[src/rtl/pacman_position_controller.sv]
`default_nettype none
// ============================================================================
// Module      : pacman_position_controller
// Description : Steps Pacman's tile position at a fixed movement rate using
//               the one-hot player direction. Between steps it probes the
//               maze wall ROM around the current tile. It then publishes the
//               per-direction legal-move flags back to the input controller.
// Revision    : 1.0 - initial release
// ----------------------------------------------------------------------------
// Ports
//   clk            in   system clock
//   rst_n          in   asynchronous active-low reset
//   enable         in   game running; low freezes movement
//   curr_direction in   one-hot direction 1000=L 0100=R 0010=U 0001=D
//   wall_rd_en     out  wall ROM read strobe
//   wall_x/wall_y  out  wall ROM tile address
//   wall_data      in   ROM result (1 = wall), valid the cycle after strobe
//   pos_x/pos_y    out  current tile
//   legal_moves    out  {leg_l, leg_r, leg_u, leg_d}
//   leg_l..leg_d   out  individual copies of the legal_moves bits
//   moved          out  one-cycle pulse when the position changes
// ============================================================================
module pacman_position_controller #(
  parameter int GRID_W   = 28,
  parameter int GRID_H   = 31,
  parameter int X_W      = 5,
  parameter int Y_W      = 5,
  parameter int MOVE_DIV = 1000000,
  parameter int START_X  = 13,
  parameter int START_Y  = 23
) (
  input  logic           clk,
  input  logic           rst_n,
  input  logic           enable,
  input  logic [3:0]     curr_direction,
  output logic           wall_rd_en,
  output logic [X_W-1:0] wall_x,
  output logic [Y_W-1:0] wall_y,
  input  logic           wall_data,
  output logic [X_W-1:0] pos_x,
  output logic [Y_W-1:0] pos_y,
  output logic [3:0]     legal_moves,
  output logic           leg_l,
  output logic           leg_r,
  output logic           leg_u,
  output logic           leg_d,
  output logic           moved
);

  localparam int               CNT_W     = (MOVE_DIV > 1) ? $clog2(MOVE_DIV) : 1;
  localparam logic [CNT_W-1:0] TICK_LAST = CNT_W'(MOVE_DIV - 1);
  localparam logic [CNT_W-1:0] CNT_ONE   = CNT_W'(1);
  localparam logic [X_W-1:0]   X_MAX     = X_W'(GRID_W - 1);
  localparam logic [Y_W-1:0]   Y_MAX     = Y_W'(GRID_H - 1);
  localparam logic [X_W-1:0]   X_ONE     = X_W'(1);
  localparam logic [Y_W-1:0]   Y_ONE     = Y_W'(1);
  localparam logic [X_W-1:0]   X_START   = X_W'(START_X);
  localparam logic [Y_W-1:0]   Y_START   = Y_W'(START_Y);
  localparam logic [1:0]       IDX_L     = 2'd0;
  localparam logic [1:0]       IDX_R     = 2'd1;
  localparam logic [1:0]       IDX_U     = 2'd2;
  localparam logic [1:0]       IDX_D     = 2'd3;

  typedef enum logic [1:0] {
    S_PROBE   = 2'd0,
    S_CAPTURE = 2'd1,
    S_WAIT    = 2'd2,
    S_MOVE    = 2'd3
  } state_t;

  state_t           state;
  state_t           state_nxt;
  logic [1:0]       idx;
  logic [1:0]       idx_nxt;
  logic             probe_en;
  logic [CNT_W-1:0] tick_cnt;
  logic             tick;
  logic             stage_l;
  logic             stage_r;
  logic             stage_u;
  logic [X_W-1:0]   x_left;
  logic [X_W-1:0]   x_right;
  logic [Y_W-1:0]   y_up;
  logic [Y_W-1:0]   y_down;
  logic             step_ok;
  logic [X_W-1:0]   x_new;
  logic [Y_W-1:0]   y_new;

  // Neighbour tiles: x wraps through the side tunnel, y clamps at the edges.
  always_comb begin
    x_left  = (pos_x == '0)    ? X_MAX : pos_x - X_ONE;
    x_right = (pos_x == X_MAX) ? '0    : pos_x + X_ONE;
    y_up    = (pos_y == '0)    ? pos_y : pos_y - Y_ONE;
    y_down  = (pos_y == Y_MAX) ? pos_y : pos_y + Y_ONE;
  end

  // Movement rate divider; freezes while the game is paused.
  always_ff @(posedge clk or negedge rst_n) begin
    if (!rst_n) begin
      tick_cnt <= '0;
    end else if (enable) begin
      tick_cnt <= (tick_cnt == TICK_LAST) ? '0 : tick_cnt + CNT_ONE;
    end
  end

  assign tick = (tick_cnt == TICK_LAST);

  always_ff @(posedge clk or negedge rst_n) begin
    if (!rst_n) begin
      state <= S_PROBE;
      idx   <= IDX_L;
    end else begin
      state <= state_nxt;
      idx   <= idx_nxt;
    end
  end

  always_comb begin
    state_nxt = state;
    idx_nxt   = idx;
    probe_en  = 1'b0;
    wall_x    = pos_x;
    wall_y    = pos_y;
    case (state)
      S_PROBE: begin
        probe_en = 1'b1;
        case (idx)
          IDX_L:   wall_x = x_left;
          IDX_R:   wall_x = x_right;
          IDX_U:   wall_y = y_up;
          default: wall_y = y_down;
        endcase
        if (idx == IDX_D) begin
          state_nxt = S_CAPTURE;
          idx_nxt   = IDX_L;
        end else begin
          idx_nxt = idx + 2'd1;
        end
      end
      S_CAPTURE: state_nxt = S_WAIT;
      S_WAIT: begin
        if (tick && enable) begin
          state_nxt = S_MOVE;
        end
      end
      S_MOVE:  state_nxt = S_PROBE;
      default: state_nxt = S_PROBE;
    endcase
  end

  // The state register sits in S_PROBE while reset is held, so the strobe is
  // qualified by rst_n to keep the ROM idle during reset.
  assign wall_rd_en = probe_en & rst_n;

  // ROM data arrives one cycle late: probe index k carries the result of k-1.
  always_ff @(posedge clk or negedge rst_n) begin
    if (!rst_n) begin
      stage_l <= 1'b0;
      stage_r <= 1'b0;
      stage_u <= 1'b0;
    end else if (state == S_PROBE) begin
      case (idx)
        IDX_R:   stage_l <= wall_data;
        IDX_U:   stage_r <= wall_data;
        IDX_D:   stage_u <= wall_data;
        default: ;
      endcase
    end
  end

  // All four flags publish together; the down result is taken straight off
  // the ROM. Up/down are never legal off the top/bottom edge.
  always_ff @(posedge clk or negedge rst_n) begin
    if (!rst_n) begin
      legal_moves <= 4'b0000;
    end else if (state == S_CAPTURE) begin
      legal_moves <= {~stage_l,
                      ~stage_r,
                      ~stage_u   & (pos_y != '0),
                      ~wall_data & (pos_y != Y_MAX)};
    end
  end

  assign leg_l = legal_moves[3];
  assign leg_r = legal_moves[2];
  assign leg_u = legal_moves[1];
  assign leg_d = legal_moves[0];

  // Only an exact one-hot request whose flag is set produces a step.
  always_comb begin
    step_ok = 1'b0;
    x_new   = pos_x;
    y_new   = pos_y;
    case (curr_direction)
      4'b1000: begin step_ok = legal_moves[3]; x_new = x_left;  end
      4'b0100: begin step_ok = legal_moves[2]; x_new = x_right; end
      4'b0010: begin step_ok = legal_moves[1]; y_new = y_up;    end
      4'b0001: begin step_ok = legal_moves[0]; y_new = y_down;  end
      default: ;
    endcase
  end

  always_ff @(posedge clk or negedge rst_n) begin
    if (!rst_n) begin
      pos_x <= X_START;
      pos_y <= Y_START;
      moved <= 1'b0;
    end else begin
      moved <= 1'b0;
      if ((state == S_MOVE) && step_ok) begin
        pos_x <= x_new;
        pos_y <= y_new;
        moved <= 1'b1;
      end
    end
  end

endmodule
`default_nettype wire

[config.mk]
export PLATFORM = sky130hd
export DESIGN_NAME = pacman_position_controller
export DESIGN_NICKNAME = d
export VERILOG_FILES = /design/src/rtl/pacman_position_controller.sv
export SDC_FILE = /design/constraint.sdc
export NUM_CORES = 1
export LEC_CHECK = 0
export CAP_MARGIN = 30
export CORE_ASPECT_RATIO = 1.4
export CORE_MARGIN = 1
export CORE_UTILIZATION = 55
export DETAILED_ROUTE_END_ITERATION = 7
export HOLD_SLACK_MARGIN = 0.1
export PLACE_DENSITY = 0.83
export SLEW_MARGIN = 40
export SYNTH_ARGS = -nofsm -noshare
export SYNTH_HDL_FRONTEND = slang
export SYNTH_SLANG_ARGS = --single-unit
[constraint.sdc]
create_clock -name clk -period 2 [get_ports clk]
set_input_delay 0.2 -clock clk [delete_from_list [all_inputs] [get_ports clk]]
set_output_delay 0.2 -clock clk [all_outputs]
set_load 0.03 [all_outputs]
==> results of run 1 <==
-- where the power goes --
part / switching [uW] / total [uW] / internal [uW]
Sequential: 78.7 / 990 / 912
Combinational: 137 / 249 / 112
Clock: 282 / 564 / 282
-- through the flow --
step	instances	total power (uW)	util, %
floorplan	314	1148	-
global placement	446	1231	72.21
detailed placement	446	1251	72.21
CTS	465	1814	79.16
global route	471	1868	80.81
finish	471	1803	80.81
-- logic make-up (layout without fill, tap and decap cells) --
kind of cell	count (synthesis)	after routing	share of synthesized area, %
flops	42	42	37.00
mux	14	14	5.199
fa+ha+maj	14	14	6.116
buf+inv	31	124	5.155
simple gates	118	118	24.20
compound gates	78	78	17.13
xor+xnor	17	17	5.199
-- worst reg2reg max path: cells and delay by family (launching register included) --
| kind | cells | cell delay, ns |
|---|---|---|
| multiplexers | 1 | 0.33 |
| flip-flops | 1 | 0.41 |
| adder cells (fa/ha/maj) | 1 | 0.22 |
| AND/OR/NAND/NOR | 3 | 0.63 |
| AO/OA/AOI/OAI | 1 | 0.18 |
-- sequential cells by signal, summed over array words and instances (netlist names) --
name and count:
legal_moves 4, state 2, stage_u 1, pos_y 5, pos_x 5, stage_l 1
idx 2, tick_cnt 20, stage_r 1, moved 1
-- how the worst max path moves through the flow --
stage / startpoint / to / cells past startpoint
3_3_place_gp: pos_x[1] / wall_x[4] / 8
5_1_grt: idx[1] / wall_y[3] / 7
4_1_cts: pos_y[1] / wall_y[2] / 7
6_report: idx[1] / wall_y[3] / 7
2_1_floorplan: pos_x[1] / wall_x[0] / 7
3_5_place_dp: pos_x[1] / wall_x[4] / 8
-- Yosys cell counts (5+ instances only) --
cell type	count
nand3_1	22
a21oi_1	19
inv_1	18
ha_1	14
nor2b_1	6
nor3_1	7
xnor2_1	9
o21ai_0	30
nor2_1	15
xor2_1	8
buf_4	5
nand2_1	27
dfrtp_1	35
dfstp_2	7
and3_1	5
mux2_2	6
mux2i_1	7
-- per-layer routing --
layer | track usage [%] | up-vias | part of all wire [%]
met5 | 0 | - | 0
met4 | 15.22 | 0 | 3.7
met2 | 55.91 | 86 | 54
met3 | 3.141 | 23 | 3.3
li1 | - | 1315 | -
met1 | 32.75 | 1342 | 39
-- cells in the final DEF (no fill, tap or decap), drive strengths merged, types with 7 or more instances in the layout --
cell type	n
dfstp	7
inv	18
mux2	7
o21ai	32
a21oi	20
nor2	15
clkbuf	8
buf	72
ha	14
clkdlybuf4s50	25
nand2	28
xnor2	9
nand3	23
dfrtp	35
nor3	8
xor2	8
mux2i	7
-- final cells by class --
cell class                 count  area [um^2]  share of cell area, %
tap                           64        80.08                  2.015
timing repair buffer          98        844.6                  21.25
sequential                    42         1060                  26.67
clock buffer                   8        90.09                  2.267
inverter                      18        70.07                  1.763
multi-input combinational    241         1829                  46.03
-- what timing repair did --
action | CTS | global route
setup buffers | 10 | 6
endpoints found under the hold margin | 35 | 0
endpoints found under the setup margin | 10 | 10
resized for setup | 60 | 9
pin swaps | 15 | 7
hold buffers | 1 | 0
==> results.json, run 1 <==
{
  "holdCritPathClass": "reg2reg",
  "drtAntennaViolNets": 0,
  "worstSkewPairLatency_ns": 0.29,
  "r2r_slack_ns": 0.13,
  "finalHoldViolCount": 0,
  "die_area_mm2": 0.005504,
  "drt-total-wl_um": 7824,
  "period_needed_ns": 2.207,
  "syn_area_mm2": 0.002864,
  "setup_viol": 9,
  "timing.rr.end": "state[1]",
  "routedWlPerCell_um": 16.61,
  "place_hpwl_um": 5184,
  "place_area_mm2": 0.003551,
  "cts_tree": "built",
  "leakage_uw": 0.001817,
  "synth_ff_type": "dfrtp_1",
  "reg2reg_depth": 6,
  "finalWorstSetupSlack_ns": -0.2067,
  "clkTransAtPathRegs_ns": 0.08,
  "drive_above_1_share_pct": 33.91,
  "antenna-diode-count": 0,
  "htree_levels": 2,
  "dr.pass1.iters": 4,
  "ys_ff_latch": 42,
  "synth_edf_count": 0,
  "cp_slowest_stage_delay_ns": 0.41,
  "gp_congestion": 0.8889,
  "syn-instance-count": 314,
  "die_y_um": 87.38,
  "place_ws_ns": -0.2263,
  "end_kind": "output pin",
  "min_from": "stage_r",
  "area_growth_pct": 38.75,
  "cts_made_buffers": 5,
  "crit_family": "simple AND/OR/NAND/NOR gates",
  "drc": 0,
  "cp.required_ns": 1.80,
  "ios": 38,
  "clock_path_buffers": 2,
  "p_per_area_mw_per_mm2": 453.8,
  "synth_top_cell_area_share_pct": 30.58,
  "min_to": "legal_moves[2]",
  "hold_ws_ns": 0.4548,
  "final_nets": 428,
  "r2r_start": "tick_cnt[1]",
  "critPathBufInv": 3,
  "whs_path_depth": 1,
  "placementRows": 30,
  "via_per_inst": 5.873,
  "ys_types": 60,
  "cts_root_buf": "clkbuf_8",
  "seq_area_frac_synth_pct": 37.00,
  "rsz0062_at_grt": "yes",
  "status": "finished with violations",
  "async_reset_ff_share_pct": 100.0,
  "core_mm2": 0.004917,
  "maxSlewViolCount": 0,
  "worstMarginPinSlew_ns": 0.5580,
  "crit_arrival_ns": 2.01,
  "worstPathMaxFanout": 3,
  "fin_crit_sh_pct": 110.3,
  "grt-ovfl-total": 0,
  "violations": "negative setup slack",
  "skew_ns": 0.003981,
  "grt.total_usage_pct": 29.76,
  "start_util_pct": 58.24,
  "yosysWarnings": 0,
  "final_area_mm2": 0.003974,
  "critPathKind": "reg2out",
  "setup_tns_ns": -1.146,
  "syn_nets": 336,
  "avgSynthCellArea_um2": 9.121,
  "clock-sinks": 42,
  "grt_pass1_vias": 2748,
  "antenna_found_initial": 0,
  "drv_cap": 0,
  "vias": 2766,
  "worstPathCellList": "inv_2 -> ha_2 -> or3b_4 -> buf_6 -> a2bb2oi_1 -> a21oi_2 -> buf_6",
  "slew_headroom_pct": 62.28,
  "cp_common_cell": "buf_6",
  "peakVddDrop_uv": 520.6,
  "synth_area_leaders": "dfrtp_1, dfstp_2, ha_1",
  "cp_slowest_cell": "or3b_4",
  "fmax_mhz": 453.2,
  "die_w_um": 62.99,
  "grt_pass1_wl_um": 12710,
  "fillers": 306,
  "grt_max_degree": 43,
  "start_kind": "flop",
  "drt_iter0_drc": 229,
  "port-buffer-count": 37,
  "yosysTopAreaCell": "dfrtp_1"
}
(Power assumes the default switching activity.)
==> run 2, diff against run 1 <==
--- a/config.mk
+++ b/config.mk
@@ -11,8 +11,9 @@
 export CORE_UTILIZATION = 55
 export DETAILED_ROUTE_END_ITERATION = 7
 export HOLD_SLACK_MARGIN = 0.1
-export PLACE_DENSITY = 0.83
+export PLACE_DENSITY_LB_ADDON = 0.05
 export SLEW_MARGIN = 40
 export SYNTH_ARGS = -nofsm -noshare
 export SYNTH_HDL_FRONTEND = slang
 export SYNTH_SLANG_ARGS = --single-unit
+export TNS_END_PERCENT = 100
==> results.json, run 2 (synthesis results as in run 1) <==
{
  "status": "finished with violations",
  "violations": "negative setup slack",
  "drc": 0,
  "dpl.cell_count": 456,
  "cp_common_cell": "buf_6",
  "peakVddDrop_uv": 652.7,
  "worstSkewPairLatency_ns": 0.30,
  "clock-sinks": 42,
  "critPathBufInv": 4,
  "critPathKind": "reg2out",
  "die_area_mm2": 0.005504,
  "min_from": "stage_l",
  "die_w_um": 62.99,
  "die_y_um": 87.38,
  "setup_tns_ns": -1.313,
  "start_util_pct": 58.24,
  "placementRows": 30,
  "via_per_inst": 5.788,
  "end_kind": "output pin",
  "grt_pass1_wl_um": 12930,
  "antenna-diode-count": 0,
  "rsz0062_at_grt": "yes",
  "finalWorstSetupSlack_ns": -0.2331,
  "p_per_area_mw_per_mm2": 440.2,
  "place_ws_ns": -0.2579,
  "largest_reg_flops": 20,
  "cts_made_buffers": 5,
  "dr.pass1.iters": 4,
  "fin_crit_sh_pct": 111.7,
  "finalHoldViolCount": 0,
  "antenna_found_initial": 0,
  "grt_max_degree": 43,
  "drt-total-wl_um": 7926,
  "area_growth_pct": 43.38,
  "port-buffer-count": 37,
  "grt-ovfl-total": 0,
  "fin_cells": 476,
  "cts_root_buf": "clkbuf_8",
  "drt_iter0_drc": 173,
  "cts_tree": "built",
  "drtAntennaViolNets": 0,
  "gp_congestion": 0.8916,
  "r2r_start": "pos_x[0]",
  "fin_util_pct": 83.51,
  "grt.total_usage_pct": 30.24,
  "hold_ws_ns": 0.4495,
  "worstPathCellList": "inv_2 -> buf_6 -> ha_4 -> nand4_1 -> buf_4 -> nor2b_4 -> a22oi_2 -> o221a_2 -> buf_6",
  "drive_above_1_share_pct": 36.17,
  "min_to": "legal_moves[3]",
  "period_needed_ns": 2.233,
  "final_nets": 433,
  "crit_family": "flip-flops",
  "skew_ns": 0.009913,
  "place_hpwl_um": 5457,
  "drv_cap": 0,
  "reg_top3": "tick_cnt x20, pos_x x5, pos_y x5",
  "slew_headroom_pct": 64.83,
  "cp_slowest_stage_delay_ns": 0.54,
  "fmax_mhz": 447.8,
  "clkTransAtPathRegs_ns": 0.08,
  "ios": 38,
  "clock_path_buffers": 2,
  "cp_slowest_cell": "dfstp_2",
  "whs_path_depth": 1,
  "cp.required_ns": 1.80,
  "vias": 2755,
  "holdCritPathClass": "reg2reg",
  "largest_register": "tick_cnt",
  "timing.rr.end": "pos_x[3]",
  "htree_levels": 2,
  "worstMarginPinSlew_ns": 0.5276,
  "crit_arrival_ns": 2.03,
  "regArea_mm2": 0.001061,
  "worstPathMaxFanout": 3,
  "grt_pass1_vias": 2730,
  "routedWlPerCell_um": 16.65,
  "multiInputGateArea_mm2": 0.001873,
  "setup_viol": 9,
  "maxSlewViolCount": 0,
  "core_mm2": 0.004917,
  "start_kind": "flop",
  "r2r_slack_ns": 0.12,
  "layout_common_cells": "buf_4, dfrtp_1, nand2_1",
  "final_common_cell": "buf_4",
  "fillers": 298,
  "leakage_uw": 0.001930,
  "reg2reg_depth": 9
}
run 2: routing by layer:
layer  share of wire, %  track usage, %  vias to the layer above
li1                   -               -                     1318
met1                 40           35.48                     1334
met2                 53           54.84                       87
met3                4.3           4.058                       16
met4                2.0           12.68                        0
met5                  0               0                        -
run 2: worst max path at each step:
stage / start / to / cells past startpoint
finish: pos_y[0] / wall_y[2] / 9
global route: pos_y[0] / wall_y[2] / 9
CTS: pos_y[0] / wall_y[2] / 9
detailed placement: pos_y[1] / wall_y[3] / 8
global placement: pos_y[0] / wall_y[3] / 8
floorplan: pos_x[1] / wall_x[0] / 7
run 2: cell type report:
class                   instances  share of cell area [%]
clock buffers                   7                   2.102
clock inverters                 1                  0.1219
inverters                      18                   1.645
well taps                      64                   1.950
repair buffers                103                   22.73
flip-flops and latches         42                   25.84
multi-input cells             241                   45.61
run 2: power breakdown:
| group | internal [uW] | switching (uW) |
|---|---|---|
| combinational | 113 | 133 |
| sequential | 912 | 78.8 |
| clock | 279 | 293 |
| total | 1300 | 505 |
run 2: what timing repair did:
action | 4_1_cts | 5_1_grt
endpoints found under the setup margin | 11 | 15
setup buffers | 9 | 4
hold endpoints to repair | 35 | 0
pin swaps | 18 | 11
hold buffers | 1 | 0
resized for setup | 62 | 27
run 2: stage by stage:
stage / area [um^2] / total power (uW)
after floorplan: 2878 / 1148
after global placement: 3643 / 1239
after detailed placement: 3643 / 1250
after CTS: 3985 / 1832
after global routing: 4106 / 1893
final: 4106 / 1808
